File: src/rtl/write_arbiter_rr.sv
//------------------------------------------------------------------------------
// Module      : write_arbiter_rr
// Description : Round-robin write-token arbiter with hold timeout and a dead
//               cycle between consecutive owners.
// Revision    : 1.0 - initial release
//------------------------------------------------------------------------------
`default_nettype none

module write_arbiter_rr #(
    parameter int N_CH     = 3,
    parameter int MAX_HOLD = 8,
    parameter int CNT_W    = 4,
    parameter int ID_W     = 2
) (
    input  logic              CLK,
    input  logic              RST,
    input  logic [N_CH-1:0]   WE,
    input  logic [N_CH-1:0]   WR_DONE,
    output logic [N_CH-1:0]   WT,
    output logic [ID_W-1:0]   GNT_ID,
    output logic              BUSY,
    output logic              TO_ERR
);

    localparam logic [1:0]       c_idle  = 2'd0;
    localparam logic [1:0]       c_grant = 2'd1;
    localparam logic [1:0]       c_gap   = 2'd2;
    localparam logic [CNT_W-1:0] c_last  = CNT_W'(MAX_HOLD - 1);
    localparam logic [ID_W-1:0]  c_top   = ID_W'(N_CH - 1);

    logic [1:0]      r_state;
    logic [1:0]      w_state_nxt;
    logic [N_CH-1:0] r_wt;
    logic [N_CH-1:0] w_wt_nxt;
    logic [ID_W-1:0] r_gnt;
    logic [ID_W-1:0] w_gnt_nxt;
    logic [ID_W-1:0] r_ptr;
    logic [ID_W-1:0] w_ptr_nxt;
    logic [CNT_W-1:0] r_cnt;
    logic [CNT_W-1:0] w_cnt_nxt;
    logic            r_to_err;
    logic            w_to_nxt;
    logic [ID_W-1:0] w_sel;
    logic            w_found;
    logic            w_own_done;
    logic            w_own_we;
    logic            w_tmo;
    logic            w_release;

    // Scan requests starting at the pointer and wrapping; first set bit wins.
    always_comb begin
        w_sel   = '0;
        w_found = 1'b0;
        for (int k = 0; k < N_CH; k++) begin
            if (!w_found && WE[(int'(r_ptr) + k) % N_CH]) begin
                w_found = 1'b1;
                w_sel   = ID_W'((int'(r_ptr) + k) % N_CH);
            end
        end
    end

    // The token register is one-hot on the owner, so it masks owner-only bits.
    assign w_own_done = |(WR_DONE & r_wt);
    assign w_own_we   = |(WE & r_wt);
    assign w_tmo      = (r_cnt == c_last);
    assign w_release  = w_own_done | ~w_own_we | w_tmo;

    always_ff @(posedge CLK) begin
        if (RST) begin
            r_state  <= c_idle;
            r_wt     <= '0;
            r_gnt    <= '0;
            r_ptr    <= '0;
            r_cnt    <= '0;
            r_to_err <= 1'b0;
        end else begin
            r_state  <= w_state_nxt;
            r_wt     <= w_wt_nxt;
            r_gnt    <= w_gnt_nxt;
            r_ptr    <= w_ptr_nxt;
            r_cnt    <= w_cnt_nxt;
            r_to_err <= w_to_nxt;
        end
    end

    always_comb begin
        w_state_nxt = r_state;
        case (r_state)
            c_idle:  if (w_found) w_state_nxt = c_grant;
            c_grant: if (w_release) w_state_nxt = c_gap;
            c_gap:   w_state_nxt = c_idle;
            default: w_state_nxt = c_idle;
        endcase
    end

    always_comb begin
        w_wt_nxt  = '0;
        w_gnt_nxt = '0;
        w_ptr_nxt = r_ptr;
        w_cnt_nxt = '0;
        w_to_nxt  = 1'b0;
        case (r_state)
            c_idle: begin
                if (w_found) begin
                    w_wt_nxt  = N_CH'(1) << w_sel;
                    w_gnt_nxt = w_sel;
                end
            end
            c_grant: begin
                if (w_release) begin
                    w_ptr_nxt = (r_gnt == c_top) ? '0 : r_gnt + 1'b1;
                    // Timeout flags an error only when nothing else released.
                    w_to_nxt  = ~w_own_done & w_own_we & w_tmo;
                end else begin
                    w_wt_nxt  = r_wt;
                    w_gnt_nxt = r_gnt;
                    w_cnt_nxt = r_cnt + 1'b1;
                end
            end
            default: ;
        endcase
    end

    assign WT     = r_wt;
    assign GNT_ID = r_gnt;
    assign BUSY   = |r_wt;
    assign TO_ERR = r_to_err;

endmodule

`default_nettype wire

File: config.mk
export PLATFORM = sky130hd
export DESIGN_NAME = write_arbiter_rr
export DESIGN_NICKNAME = d
export VERILOG_FILES = /design/src/rtl/write_arbiter_rr.sv
export SDC_FILE = /design/constraint.sdc
export NUM_CORES = 1
export LEC_CHECK = 0
export BUFFER_PORTS_ARGS = -buffer_cell sky130_fd_sc_hd__buf_2
export CAP_MARGIN = 25
export CORE_MARGIN = 1
export CORE_UTILIZATION = 47
export CTS_CLUSTER_DIAMETER = 200
export DETAILED_ROUTE_END_ITERATION = 10
export PLACE_DENSITY_LB_ADDON = 0.05
export SLEW_MARGIN = 15
export SYNTH_ARGS = -nofsm -noshare
export SYNTH_HDL_FRONTEND = slang
export SYNTH_SLANG_ARGS = --single-unit
File: constraint.sdc
create_clock -name CLK -period 1.9 [get_ports CLK]
set_input_delay 0.38 -clock CLK [delete_from_list [all_inputs] [get_ports CLK]]
set_output_delay 0.38 -clock CLK [all_outputs]
set_load 0.01 [all_outputs]
==> impl_metrics.py <==
metrics = {
    "pwr": {
        "power_leakage_nw": 0.438,
        "pwr-share-clk_pct": 11.9,
        "irDropWorstVdd_v": 0.000781,
        "powerDensity_nw_per_um2": 1340,
        "p_switching_mw": 0.521,
        "p_int_mw": 0.800,
        "sequentialPowerShare_pct": 32.0,
        "p_sw_share_pct": 39.4,
        "comb_power_share_pct": 56.1,
    },
    "cells_and_area": {
        "stdcell_count": 125,
        "drive_gt1_share_pct": 33.0,
        "n_fill_cell": 150,
        "multiInputGateArea_sq_um": 536,
        "nets": 124,
        "antenna_cells": 0,
        "syn_to_final_growth_pct": 24.3,
        "seq_area_sq_um": 282,
    },
    "critical_path": {
        "critPathCaptureType": "register",
        "critPathArrivalTime_ps": 1940,
        "path_max_fanout": 4,
        "critical_path_class": "reg -> reg",
        "cp.required_ps": 2070,
        "crit_path_start_kind": "register",
    },
    "sta": {
        "post-route-min-period_ps": 1770,
        "final-setup-viol-count": 0,
        "holdWs_ps": 321,
        "final-hold-violation-count": 0,
        "slew-limit-headroom_pct": 75.8,
        "max_freq_ghz": 0.565,
        "fin_crit_sh_pct": 93.1,
        "tightestPinTransition_ps": 361,
        "report.final.slew_viol_count": 0,
        "skew_ps": 1.19,
    },
    "clock_network": {
        "cts_tree": "yes",
        "clockBufferDepth": 2,
        "clk_latency_ps": 270,
        "htree_levels": 1,
        "clkTransAtPathRegs_ps": 80,
        "root_buffer": "clkbuf_4",
        "cts_sinks": 14,
        "cts_buffers": 3,
    },
    "yosys": {
        "muxShareOfSynthArea_pct": 6.47,
        "synth_compound_area_share_pct": 20.7,
        "synthXorXnorAreaFrac_pct": 2.21,
        "syn_area_sq_um": 793,
        "synth_top_family_by_area": "simple AND/OR/NAND/NOR gates",
        "synth_top_area_share_pct": 35.3,
        "synthSimpleGateAreaFrac_pct": 24.4,
        "synth_nets": 101,
        "syn_inst": 88,
        "ys_ff_latch": 14,
        "synth.avg_cell_area_sq_um": 9.01,
        "synth_fa_ha_area_share_pct": 7.89,
        "synth_top_area_cell": "dfxtp_1",
        "ys_warn_count": 0,
        "ys_seq_area_share_pct": 35.3,
        "synth.area.top_cells": "dfxtp_1 (35%), ha_1 (7.9%), mux2i_1 (5.0%)",
        "synth.distinct_cells": 34,
    },
    "routing": {
        "drc": 0,
        "vias": 696,
        "ant_nets": 0,
        "firstDrtPassIters": 4,
        "routedWlPerCell_um": 13.0,
        "initialDrtViolationCount": 17,
        "routed_wl_um": 1620,
        "via_per_inst": 5.57,
    },
    "place": {
        "numPortBuffers": 14,
        "placed_cells": 121,
        "place.gp.congestion": 0.845,
        "place_hpwl_um": 1230,
    },
    "worst_hold_path": {
        "min_path_type": "in -> reg",
    },
    "floorplan": {
        "initial_core_util_pct": 51.5,
        "io_pins": 15,
        "rows": 14,
        "core_region_area_sq_um": 1540,
        "die_h_um": 43.1,
        "dieArea_sq_um": 1860,
        "die_w_um": 43.1,
    },
    "global_routing": {
        "grt_overflow": 0,
        "grt_pass1_wl_um": 2750,
        "grt_max_degree": 8,
        "grt_pass1_vias": 643,
        "antenna_found_initial": 0,
        "grtUsageTotal_pct": 19.6,
    },
    "run": {
        "cap_violations": 0,
    },
    "run_status": {
        "status": "finished, final reports clean",
    },
}
routing by layer:
layer	vias up	wire length, um	global-route usage (%)
met1	315	826	25.7
met2	16	719	31.3
met5	-	0	0
met3	2	68	6.81
li1	363	-	-
met4	0	10	3.64
critical path, stage by stage (launching register included):
cell,delay [ps]
dfxtp_1,330
inv_1,80
ha_4,260
mux2i_2,160
mux2i_2,310
o31ai_4,100
buf_4,160
o32ai_1,280
synthesized netlist by cell type (all sizes together):
cell,n
a21boi,1
a21o,4
a21oi,4
a222oi,2
and2,1
and3b,1
buf,1
dfxtp,14
ha,5
inv,5
mux2,1
mux2i,4
nand2,4
nand2b,3
nand3,1
nand3b,4
nor2,9
nor2b,3
nor3,3
o2111ai,1
o211ai,3
o21a,1
o21ai,4
o22ai,1
o31ai,1
o32ai,1
or3,2
or3b,2
xnor2,1
xor2,1
logic make-up (layout without fill, tap and decap cells):
kind of cell	after synthesis	count (layout)
and+or+nand+nor	33	33
AOI/OAI and AO/OA	23	23
DFF	14	14
buffers and inverters	6	27
adders and majority gates	5	5
muxes	5	5
xor gates and xnor gates	2	2
power groups by stage:
stage | Combinational, mW | Clock, mW | Sequential, mW
floorplan | 0.423 | 0 | 0.439
global placement | 0.640 | 0 | 0.425
detailed placement | 0.647 | 0 | 0.429
CTS | 0.650 | 0.163 | 0.422
global route | 0.818 | 0.174 | 0.434
finish | 0.741 | 0.157 | 0.423
path summary, 6_finish.rpt:
path | startpoint | endpoint | slack, ps | cells after the start
hold reg to reg | r_cnt[0] | r_cnt[0] | 450 | 1
setup / recovery | r_ptr[0] | WT[0] | 130 | 7
setup reg to reg | r_ptr[0] | WT[0] | 130 | 7
hold / removal | RST | r_ptr[1] | 320 | 2
cells in the final DEF, fill, tap and decap left out, types with 2 or more instances in the layout:
cell type  count
buf_2         14
dfxtp_1       13
nor2_1         8
inv_1          5
buf_4          5
nand2_1        4
nand3b_1       4
a21o_1         4
nor2b_1        3
o21ai_1        3
a21oi_1        3
mux2i_2        3
o211ai_1       3
clkbuf_4       3
or3_1          2
a222oi_1       2
nand2b_1       2
nor3_1         2
ha_1           2
ha_2           2
per-stage QoR:
stage	power, mW	util, %	setup TNS [ps]	setup slack, ps	instance area [sq um]
2_1_floorplan	0.862	-	0	8.52	793
3_3_place_gp	1.06	58.9	0	93.0	908
3_5_place_dp	1.08	58.9	0	23.6	908
4_1_cts	1.23	60.4	0	21.3	931
5_1_grt	1.43	64.0	-17.0	-17.0	986
6_report	1.32	64.0	0	131	986
repair_timing:
item / in CTS / in global routing
setup buffers: 0 / 1
gates cloned: 0 / 0
hold buffers: 0 / 0
pin swaps: 1 / 2
setup endpoints to repair: 2 / 6
resized for setup: 0 / 11
area by class of cell:
type / instances / area share [%]
Tap cell: 16 / 2.03
Clock buffer: 3 / 2.28
Timing Repair Buffer: 19 / 10.9
Sequential cell: 14 / 28.6
Multi-Input combinational cell: 68 / 54.3
Inverter: 5 / 1.90
state kept, by name (all words and copies together) (netlist names):
| signal | flops |
|---|---|
| r_state | 2 |
| r_cnt | 4 |
| TO_ERR | 1 |
| r_ptr | 2 |
| WT | 3 |
| GNT_ID | 2 |
Note: power is estimated with default switching activity, not from simulation.
